**src/rtl/mcycle_ctrl_hs.sv**
```systemverilog
// Multicycle MIPS control FSM with mem_ready handshake, timeout, byte-lane strobes,
// sticky trap reporting and a retired-instruction counter.
`timescale 1ns/1ps
module mcycle_ctrl_hs #(
    parameter int unsigned MEM_TIMEOUT = 16,
    parameter int unsigned CNT_W       = 32
) (
    input  logic             clk,
    input  logic             resetn,
    input  logic [6:0]       ext_op,
    input  logic [1:0]       addr_lo,
    input  logic             zflag,
    input  logic             mem_ready,
    output logic             imem_en,
    output logic             dmem_en,
    output logic [3:0]       dmem_wen,
    output logic [1:0]       reg_waddr_sel,
    output logic [1:0]       reg_wdata_sel,
    output logic             reg_wen,
    output logic [1:0]       alu_a_sel,
    output logic [1:0]       alu_b_sel,
    output logic [2:0]       alu_op,
    output logic [1:0]       pc_sel,
    output logic             pc_write,
    output logic             wb_state,
    output logic             trap,
    output logic [1:0]       trap_code,
    output logic [CNT_W-1:0] retired
);

    localparam logic [6:0] OP_LUI   = 7'b1001111;
    localparam logic [6:0] OP_ADDIU = 7'b1001001;
    localparam logic [6:0] OP_SLTI  = 7'b1001010;
    localparam logic [6:0] OP_SLTIU = 7'b1001011;
    localparam logic [6:0] OP_ADDU  = 7'b0100001;
    localparam logic [6:0] OP_OR    = 7'b0100101;
    localparam logic [6:0] OP_SLT   = 7'b0101010;
    localparam logic [6:0] OP_SLL   = 7'b0000000;
    localparam logic [6:0] OP_BEQ   = 7'b1000100;
    localparam logic [6:0] OP_BNE   = 7'b1000101;
    localparam logic [6:0] OP_LW    = 7'b1100011;
    localparam logic [6:0] OP_SW    = 7'b1101011;
    localparam logic [6:0] OP_SB    = 7'b1101000;
    localparam logic [6:0] OP_SH    = 7'b1101001;
    localparam logic [6:0] OP_J     = 7'b1000010;
    localparam logic [6:0] OP_JAL   = 7'b1000011;
    localparam logic [6:0] OP_JR    = 7'b0001000;

    localparam logic [2:0] ALU_OR   = 3'b001;
    localparam logic [2:0] ALU_ADD  = 3'b010;
    localparam logic [2:0] ALU_SUB  = 3'b110;
    localparam logic [2:0] ALU_SLT  = 3'b111;
    localparam logic [2:0] ALU_SLTU = 3'b100;
    localparam logic [2:0] ALU_SLL  = 3'b011;
    localparam logic [2:0] ALU_LUI  = 3'b101;

    typedef enum logic [3:0] {
        S_FETCH, S_DECODE, S_EXEC, S_MEM_RD, S_MEM_WR,
        S_WB_RD, S_WB_RT, S_WB_31, S_PC_UPD, S_TRAP
    } state_t;

    state_t           state_q, state_d;
    logic [31:0]      wait_cnt_q, wait_cnt_d;
    logic [1:0]       trap_code_q, trap_code_d;
    logic [CNT_W-1:0] retired_q, retired_d;

    logic       known;
    logic [2:0] ex_alu_op;
    logic [1:0] ex_a_sel, ex_b_sel;
    state_t     ex_next;
    logic       misaligned;
    logic [3:0] wstrb;
    logic       waiting;
    logic       wait_hit;

    // Opcode decode: EXEC-stage ALU setup and successor state.
    always_comb begin
        known     = 1'b1;
        ex_alu_op = ALU_ADD;
        ex_a_sel  = 2'b00;
        ex_b_sel  = 2'b00;
        ex_next   = S_WB_RT;
        case (ext_op)
            OP_LUI:   ex_alu_op = ALU_LUI;
            OP_ADDIU: ex_alu_op = ALU_ADD;
            OP_SLTI:  ex_alu_op = ALU_SLT;
            OP_SLTIU: ex_alu_op = ALU_SLTU;
            OP_ADDU:  begin ex_b_sel = 2'b10; ex_next = S_WB_RD; end
            OP_OR:    begin ex_alu_op = ALU_OR;  ex_b_sel = 2'b10; ex_next = S_WB_RD; end
            OP_SLT:   begin ex_alu_op = ALU_SLT; ex_b_sel = 2'b10; ex_next = S_WB_RD; end
            OP_SLL:   begin ex_alu_op = ALU_SLL; ex_a_sel = 2'b10; ex_b_sel = 2'b01; ex_next = S_WB_RD; end
            OP_BEQ, OP_BNE: begin ex_alu_op = ALU_SUB; ex_b_sel = 2'b10; ex_next = S_PC_UPD; end
            OP_LW:    ex_next = S_MEM_RD;
            OP_SW, OP_SB, OP_SH: ex_next = S_MEM_WR;
            OP_JAL:   begin ex_a_sel = 2'b01; ex_b_sel = 2'b11; ex_next = S_WB_31; end
            OP_J, OP_JR: ex_next = S_PC_UPD;
            default:  known = 1'b0;
        endcase
    end

    always_comb begin
        misaligned = (((ext_op == OP_LW) || (ext_op == OP_SW)) && (addr_lo != 2'b00)) ||
                     ((ext_op == OP_SH) && addr_lo[0]);
        case (ext_op)
            OP_SW:   wstrb = 4'b1111;
            OP_SH:   wstrb = 4'b0011 << {addr_lo[1], 1'b0};
            OP_SB:   wstrb = 4'b0001 << addr_lo;
            default: wstrb = '0;
        endcase
        wait_hit = (MEM_TIMEOUT != 0) && ((wait_cnt_q + 32'd1) == MEM_TIMEOUT);
    end

    always_comb begin
        state_d       = state_q;
        trap_code_d   = trap_code_q;
        wait_cnt_d    = '0;
        waiting       = 1'b0;
        imem_en       = 1'b0;
        dmem_en       = 1'b0;
        dmem_wen      = '0;
        reg_waddr_sel = 2'b00;
        reg_wdata_sel = 2'b00;
        reg_wen       = 1'b0;
        alu_a_sel     = 2'b00;
        alu_b_sel     = 2'b00;
        alu_op        = 3'b000;
        pc_sel        = 2'b00;
        pc_write      = 1'b0;
        wb_state      = 1'b0;
        trap          = 1'b0;
        case (state_q)
            S_FETCH: begin
                imem_en  = 1'b1;
                pc_write = mem_ready;
                waiting  = 1'b1;
                if (mem_ready) state_d = S_DECODE;
            end
            S_DECODE: begin
                alu_op = ALU_ADD;
                if (!known) begin
                    state_d     = S_TRAP;
                    trap_code_d = 2'b01;
                end else if ((ext_op == OP_J) || (ext_op == OP_JR)) begin
                    state_d = S_PC_UPD;
                end else begin
                    state_d = S_EXEC;
                end
            end
            S_EXEC: begin
                alu_a_sel = ex_a_sel;
                alu_b_sel = ex_b_sel;
                alu_op    = ex_alu_op;
                state_d   = ex_next;
            end
            S_MEM_RD, S_MEM_WR: begin
                if (misaligned) begin
                    state_d     = S_TRAP;
                    trap_code_d = 2'b10;
                end else begin
                    dmem_en = 1'b1;
                    waiting = 1'b1;
                    if (state_q == S_MEM_WR) dmem_wen = wstrb;
                    if (mem_ready) state_d = (state_q == S_MEM_RD) ? S_WB_RT : S_FETCH;
                end
            end
            S_WB_RD: begin
                reg_wen  = 1'b1;
                wb_state = 1'b1;
                state_d  = S_FETCH;
            end
            S_WB_RT: begin
                reg_wen       = 1'b1;
                reg_waddr_sel = 2'b01;
                reg_wdata_sel = (ext_op == OP_LW) ? 2'b01 : 2'b00;
                wb_state      = 1'b1;
                state_d       = S_FETCH;
            end
            S_WB_31: begin
                reg_wen       = 1'b1;
                reg_waddr_sel = 2'b10;
                wb_state      = 1'b1;
                state_d       = S_PC_UPD;
            end
            S_PC_UPD: begin
                wb_state = 1'b1;
                state_d  = S_FETCH;
                case (ext_op)
                    OP_BEQ:        begin pc_sel = 2'b01; pc_write = zflag;  end
                    OP_BNE:        begin pc_sel = 2'b01; pc_write = !zflag; end
                    OP_J, OP_JAL:  begin pc_sel = 2'b10; pc_write = 1'b1;   end
                    OP_JR:         begin pc_sel = 2'b11; pc_write = 1'b1;   end
                    default:       ;
                endcase
            end
            S_TRAP:  trap = 1'b1;
            default: state_d = S_FETCH;
        endcase

        // A stalled access that hits the limit overrides the stay-in-state decision;
        // mem_ready=1 never reaches here, so completion on the limit cycle still advances.
        if (waiting && !mem_ready) begin
            if (wait_hit) begin
                state_d     = S_TRAP;
                trap_code_d = 2'b11;
            end else begin
                wait_cnt_d = wait_cnt_q + 32'd1;
            end
        end

        retired_d = retired_q;
        if ((state_d == S_FETCH) && ((state_q == S_MEM_WR) || (state_q == S_WB_RD) ||
                                     (state_q == S_WB_RT) || (state_q == S_PC_UPD)))
            retired_d = retired_q + CNT_W'(1);

        trap_code = trap_code_q;
        retired   = retired_q;
        // Outputs are combinational, so reset must mask them in the same cycle it is asserted.
        if (!resetn) begin
            imem_en       = 1'b0;
            dmem_en       = 1'b0;
            dmem_wen      = '0;
            reg_waddr_sel = 2'b00;
            reg_wdata_sel = 2'b00;
            reg_wen       = 1'b0;
            alu_a_sel     = 2'b00;
            alu_b_sel     = 2'b00;
            alu_op        = 3'b000;
            pc_sel        = 2'b00;
            pc_write      = 1'b0;
            wb_state      = 1'b0;
            trap          = 1'b0;
            trap_code     = 2'b00;
            retired       = '0;
        end
    end

    always_ff @(posedge clk) begin
        if (!resetn) begin
            state_q     <= S_FETCH;
            wait_cnt_q  <= '0;
            trap_code_q <= '0;
            retired_q   <= '0;
        end else begin
            state_q     <= state_d;
            wait_cnt_q  <= wait_cnt_d;
            trap_code_q <= trap_code_d;
            retired_q   <= retired_d;
        end
    end

endmodule

```
**config.mk**
```make
export PLATFORM = sky130hd
export DESIGN_NAME = mcycle_ctrl_hs
export DESIGN_NICKNAME = d
export VERILOG_FILES = /design/src/rtl/mcycle_ctrl_hs.sv
export SDC_FILE = /design/constraint.sdc
export NUM_CORES = 1
export LEC_CHECK = 0
export BUFFER_PORTS_ARGS = -buffer_cell sky130_fd_sc_hd__clkbuf_2
export CAP_MARGIN = 20
export CORE_AREA = 2 2 113 115
export CTS_CLUSTER_SIZE = 40
export DETAILED_ROUTE_END_ITERATION = 6
export DIE_AREA = 0 0 115 117
export GPL_TIMING_DRIVEN = 0
export PLACE_DENSITY = 0.59
export SYNTH_ARGS = -nofsm -noshare
export SYNTH_HDL_FRONTEND = slang
export SYNTH_SLANG_ARGS = --single-unit
```
**constraint.sdc**
```tcl
create_clock -name clk -period 7.1 [get_ports clk]
set_input_delay 1.42 -clock clk [delete_from_list [all_inputs] [get_ports clk]]
set_output_delay 1.42 -clock clk [all_outputs]
set_load 0.02 [all_outputs]
```
==> impl_metrics.env, run 1 <==
export IMPL_status="finished, final reports clean"
export IMPL_worst_path_buf_inv=3
export IMPL_synth_net_count=647
export IMPL_clock_latency_ns=0.33
export IMPL_syn_area_um2=4755
export IMPL_ir_drop_v=0.0001260
export IMPL_drtPass1Iterations=5
export IMPL_synth_seq_cells=70
export IMPL_hold_buffers=0
export IMPL_crit_path_top_delay_cell="nor3_1"
export IMPL_grt_remaining_overflow=0
export IMPL_antenna_found_initial=0
export IMPL_initial_core_util_pct=38.62
export IMPL_syn_inst=632
export IMPL_hpwl_um=9176
export IMPL_crit_fanout=9
export IMPL_synth_simple_area_share_pct=39.11
export IMPL_routed_via_density=5.519
export IMPL_synth_cell_types=67
export IMPL_die_x_um=115
export IMPL_hold_class="flop to flop"
export IMPL_antenna_left=0
export IMPL_worstSetupStartpoint="ext_op[4]"
export IMPL_crit_required_ns=5.68
export IMPL_die_h_um=117
export IMPL_num_vias=4757
export IMPL_numCtsBuffers=9
export IMPL_skew_ns=0.006715
export IMPL_grt_start_max_net_pins=15
export IMPL_routedWlPerCell_um=14.27
export IMPL_gp_congestion=0.8902
export IMPL_diodes=0
export IMPL_slew_violations=0
export IMPL_max_slew_margin_pct=27.17
export IMPL_period_share_pct=72.41
export IMPL_synth_edf_count=0
export IMPL_muxShareOfSynthArea_pct=0.8947
export IMPL_layoutNonFillerInstCount=862
export IMPL_top_usage_layer="met2"
export IMPL_r2r_start="wait_cnt_q[0]"
export IMPL_cts_resized=0
export IMPL_p_per_area_nw_per_um2=170.2
export IMPL_synthAdderAreaFrac_pct=0.5263
export IMPL_post_place_cells=846
export IMPL_htree_levels=3
export IMPL_grt_pass1_wl_um=20530
export IMPL_r2r_end="state_q[0]"
export IMPL_crit_arrival_ns=3.72
export IMPL_fmax_mhz=194.5
export IMPL_yosysMostFrequentCell="dfxtp_1"
export IMPL_dp_worst_setup_slack_ns=2.047
export IMPL_cap_violations=0
export IMPL_synth_area_per_cell_um2=7.523
export IMPL_synth_top_family_by_area="simple AND/OR/NAND/NOR gates"
export IMPL_use_met2_pct=30.90
export IMPL_cts_root_buf="clkbuf_16"
export IMPL_cpLargestDelayFamily="simple AND/OR/NAND/NOR gates"
export IMPL_synthArstFlopShare_pct=0
export IMPL_seq_area_frac_synth_pct=29.47
export IMPL_dieArea_um2=13460
export IMPL_port_buffer_count=63
export IMPL_io_pins=70
export IMPL_synthXorXnorAreaFrac_pct=10.32
export IMPL_setup_viol=0
export IMPL_clk_pin_slew_ns=0.06
export IMPL_met3_usage_pct=4.171
export IMPL_rr_worst_depth=9
export IMPL_cts_tree="built"
export IMPL_startpoint_type="input port"
export IMPL_cp_slowest_stage_delay_ns=0.91
export IMPL_cts_sinks=70
export IMPL_grt_usage_pct=18.61
export IMPL_wl_um=12300
export IMPL_yosys_top_cells_count="dfxtp_1, nor2_1, and2_1, nand2_1, clkbuf_1"
export IMPL_worstMarginPinSlew_ns=1.084
export IMPL_fin_ws_ns=1.959
export IMPL_ff2ff_setup_slack_ns=3.87
export IMPL_synth_top_area_share_pct=29.47
export IMPL_worstPathCellList="buf_2 > or3b_2 > clkbuf_1 > nor3_1 > nor3_1 > o21ai_0 > nor2_1 > clkbuf_2"
export IMPL_path_depth=8
export IMPL_critPathCaptureType="primary output"
export IMPL_drc=0
export IMPL_fp_row_count=41
export IMPL_post_cts_buffers=0
export IMPL_grt_use_met1_pct=24.49
export IMPL_p_leak_nw=2.040
export IMPL_endpoint="dmem_wen[0]"
export IMPL_coreArea_um2=12310
export IMPL_final_hold_viol_count=0
export IMPL_finalSetupTns_ns=0
export IMPL_rsz0062_at_grt="false"
export IMPL_synth_compound_area_share_pct=14.53
export IMPL_drive_above_1_share_pct=15.03
export IMPL_grt_pass1_vias=4362
export IMPL_crit_top_cell="nor3_1"
export IMPL_synth_ff_type="dfxtp_1"
export IMPL_yosysWarnings=0
export IMPL_fin_crit_ns=5.141
export IMPL_critPathKind="input port to primary output"
export IMPL_yosysTopAreaCell="dfxtp_1"
export IMPL_nNetsFinal=722
export IMPL_cts_buffer_depth=2
export IMPL_synth_area_leaders="dfxtp_1, and2_1, xnor2_1"
export IMPL_drt_iter0_markers=221
export IMPL_syn_to_final_growth_pct=16.58
[cells in the final DEF (no fill, tap or decap), drive strengths merged, types with 3 or more instances in the layout]
cell	n
a211oi	6
a21o	9
nor3b	10
nor2b	12
and3	13
nand4	24
xor2	26
o31ai	5
or4	5
a211o	3
nand2b	8
a21oi	24
nand3b	3
o21ai	20
dfxtp	70
inv	12
xnor2	30
nand3	30
o22ai	3
a31o	3
o211ai	3
o31a	3
and4	9
and2	53
a31oi	4
nor3	28
clkbuf	109
or3	4
nor2	65
nor4	17
nand2	52
buf	12
[stage by stage]
step / hold slack, ns / area, um2 / utilization [%] / power [W]
final: 0.5182 / 5543 / 45.02 / 0.0009434
after floorplan: 0.4663 / 4755 / - / 0.0004968
after detailed placement: 0.5132 / 5263 / 42.74 / 0.0005317
after CTS: 0.5197 / 5543 / 45.02 / 0.0009552
after global placement: 0.4841 / 5258 / 42.70 / 0.0005296
after global routing: 0.5525 / 5543 / 45.02 / 0.0009878
[kinds of logic after synthesis]
kind of cell	count (synthesis)
buffers and inverters	57
xor gates and xnor gates	56
and+or+nand+nor	342
other	1
DFF	70
AOI/OAI and AO/OA	100
adders and majority gates	2
muxes	4
[flip-flops by register name, indices dropped and copies added (netlist names)]
signal and count:
wait_cnt_q 32, retired_q 32, trap_code_q 2, state_q 4
[final cells by class]
cell class                 instances  area [um2]
clock inverter                     7       55.05
buffer                            48       207.7
sequential                        70        1401
inverter                           9       33.78
fill                            1275        6769
tap                              150       187.7
multi-input combinational        505        3112
timing repair buffer              64       320.3
clock buffer                       9       225.2
[power breakdown]
part	internal, W	switching, W	total, W
Combinational	0.0000376	0.0000822	0.000120
Clock	0.000240	0.000179	0.000418
Sequential	0.000400	0.00000548	0.000405
[metal layers]
layer / share of wire, % / wire [um]
met1: 47 / 5821
met2: 47 / 5768
met3: 4.4 / 546
met4: 1.3 / 165
met5: 0 / 0
[worst min-delay path by stage]
stage                      start            to  slack (ns)  cells after the start
floorplan           retired_q[1]  retired_q[1]        0.47                      2
global placement    retired_q[1]  retired_q[1]        0.48                      2
detailed placement  retired_q[1]  retired_q[1]        0.51                      2
CTS                 retired_q[1]  retired_q[1]        0.52                      2
global route        retired_q[1]  retired_q[1]        0.55                      2
finish              retired_q[1]  retired_q[1]        0.52                      2
[tightest hold or removal path: cells and delay by family (launching register included)]
kind	cells	cell delay, ns
AOI/OAI and AO/OA	1	0.07
DFF	1	0.33
and+or+nand+nor	1	0.06
No activity file was read; power rests on OpenSTA's default activity.
==> inputs of run 2 (changes only) <==
PLACE_DENSITY = 0.61   (was 0.59)
clock period = 4.35 ns   (was 7.1 ns; I/O delays follow)
==> run 2 against run 1 <==
Compared with the run above:
- final cell count is the same
- clock-buffer cell count is the same
- first-iteration DRC count grew 37%
- core utilization is essentially flat
- non-clock buffer count is the same
- design area is essentially flat
- register-to-register slack lost 2.7 ns
- sequential power grew 63%
- largest cell class unchanged
==> impl_metrics.env, run 2 (same netlist as run 1, synthesis figures left out) <==
export IMPL_num_vias=4745
export IMPL_antenna_found_initial=0
export IMPL_coreArea_um2=12310
export IMPL_dieArea_um2=13460
export IMPL_p_leak_nw=2.044
export IMPL_grt_usage_pct=18.41
export IMPL_crit_fanout=9
export IMPL_gp_congestion=0.9028
export IMPL_grt_pass1_wl_um=20150
export IMPL_diodes=0
export IMPL_crit_required_ns=3.48
export IMPL_final_hold_viol_count=0
export IMPL_max_slew_margin_pct=35.41
export IMPL_status="finished, final reports clean"
export IMPL_clk_pin_slew_ns=0.06
export IMPL_drive_above_1_share_pct=15.03
export IMPL_worstMarginPinSlew_ns=0.9631
export IMPL_grt_remaining_overflow=0
export IMPL_met1_length_um=5720
export IMPL_fp_row_count=41
export IMPL_htree_levels=3
export IMPL_reg_largest_list="retired_q: 32 flops, wait_cnt_q: 32 flops, state_q: 4 flops"
export IMPL_crit_path_top_delay_cell="nor3_1"
export IMPL_ff2ff_setup_slack_ns=1.15
export IMPL_hpwl_um=9256
export IMPL_grt_start_max_net_pins=15
export IMPL_die_h_um=117
export IMPL_route_met3_wl_um=555
export IMPL_wl_um=12300
export IMPL_fmax_mhz=255.9
export IMPL_die_x_um=115
export IMPL_layout_cells_most_common_list="dfxtp_1, nor2_1, clkbuf_2"
export IMPL_drc=0
export IMPL_hold_buffers=0
export IMPL_critPathKind="input port to primary output"
export IMPL_slew_violations=0
export IMPL_ir_drop_v=0.0002088
export IMPL_final_common_cell="dfxtp_1"
export IMPL_power_w=0.001548
export IMPL_port_buffer_count=63
export IMPL_critPathCaptureType="primary output"
export IMPL_hp_start="retired_q[1]"
export IMPL_clock_latency_ns=0.34
export IMPL_cts_buffer_depth=2
export IMPL_skew_ns=0.008251
export IMPL_worstSetupStartpoint="ext_op[4]"
export IMPL_startpoint_type="input port"
export IMPL_numCtsBuffers=9
export IMPL_holdPathEnd="retired_q[1]"
export IMPL_cts_root_buf="clkbuf_16"
export IMPL_fin_crit_ns=3.907
export IMPL_drtPass1Iterations=5
export IMPL_setup_viol=0
export IMPL_p_per_area_nw_per_um2=279.2
export IMPL_cp_slowest_stage_delay_ns=0.81
export IMPL_r2r_start="wait_cnt_q[0]"
export IMPL_hold_depth=2
export IMPL_nNetsFinal=722
export IMPL_hold_class="flop to flop"
export IMPL_antenna_left=0
export IMPL_top_layer_used="met4"
export IMPL_post_cts_buffers=0
export IMPL_cts_sinks=70
export IMPL_initial_core_util_pct=38.62
export IMPL_r2r_end="state_q[0]"
export IMPL_n_fill_cell=1264
export IMPL_crit_arrival_ns=3.04
export IMPL_routed_via_density=5.505
export IMPL_finalSetupTns_ns=0
export IMPL_cts_resized=0
export IMPL_grt_pass1_vias=4232
export IMPL_cap_violations=0
export IMPL_syn_to_final_growth_pct=16.61
export IMPL_cts_tree="built"
export IMPL_period_share_pct=89.82
export IMPL_met2WireLength_um=5887
export IMPL_drt_iter0_markers=303
export IMPL_rr_worst_depth=9
export IMPL_routedWlPerCell_um=14.27
export IMPL_io_pins=70
export IMPL_fin_util_pct=45.03
export IMPL_crit_top_cell="nor3_1"
export IMPL_worstPathCellList="buf_2 > or3b_2 > clkbuf_1 > nor3_1 > nor3_1 > o21ai_0 > a21oi_1 > clkbuf_2"
export IMPL_rsz0062_at_grt="false"
==> run 2: worst max-delay path, delay by kind of cell <==
| kind | cells | cell delay [ns] |
|---|---|---|
| simple gates | 3 | 1.43 |
| buf+inv | 3 | 0.51 |
| compound gates | 2 | 0.24 |
==> run 2: final cells by class <==
| cell class | count | area (um2) | share of cell area (%) |
|---|---|---|---|
| clock buffers | 9 | 225.2 | 4.062 |
| flip-flops and latches | 70 | 1401 | 25.28 |
| clock inverters | 7 | 56.30 | 1.016 |
| well taps | 150 | 187.7 | 3.385 |
| repair buffers | 64 | 320.3 | 5.777 |
| inverters | 9 | 33.78 | 0.6093 |
| multi-input cells | 505 | 3112 | 56.13 |
| plain buffers | 48 | 207.7 | 3.746 |
==> run 2: how the worst max path moves through the flow <==
stage | cells after the start | endpoint
final | 8 | dmem_wen[1]
after global routing | 8 | dmem_wen[3]
after CTS | 8 | dmem_wen[3]
after detailed placement | 8 | dmem_wen[3]
after global placement | 8 | dmem_wen[0]
after floorplan | 5 | pc_write
==> run 2: per-layer routing <==
layer  GRT usage, %  vias up
met5              0        -
met4          4.659        0
met3          4.480       14
met2          31.18      108
met1          23.67     2232
li1               -     2391
==> run 2: power by group <==
part | internal, W | switching (W) | total (W) | leakage (nW)
registers | 0.000652 | 0.00000883 | 0.000661 | 0.564
logic | 0.0000612 | 0.000131 | 0.000193 | 1.34
clock network | 0.000393 | 0.000301 | 0.000694 | 0.137
==> run 2: stage by stage <==
| step | setup slack, ns | instances | cell area [um2] | hold slack, ns |
|---|---|---|---|---|
| global placement | 0.4503 | 845 | 5258 | 0.4831 |
| floorplan | 0.8500 | 632 | 4755 | 0.4663 |
| CTS | 0.4341 | 862 | 5544 | 0.5132 |
| finish | 0.4429 | 862 | 5544 | 0.5143 |
| detailed placement | 0.4488 | 846 | 5263 | 0.5045 |
| global route | 0.2154 | 862 | 5544 | 0.5630 |
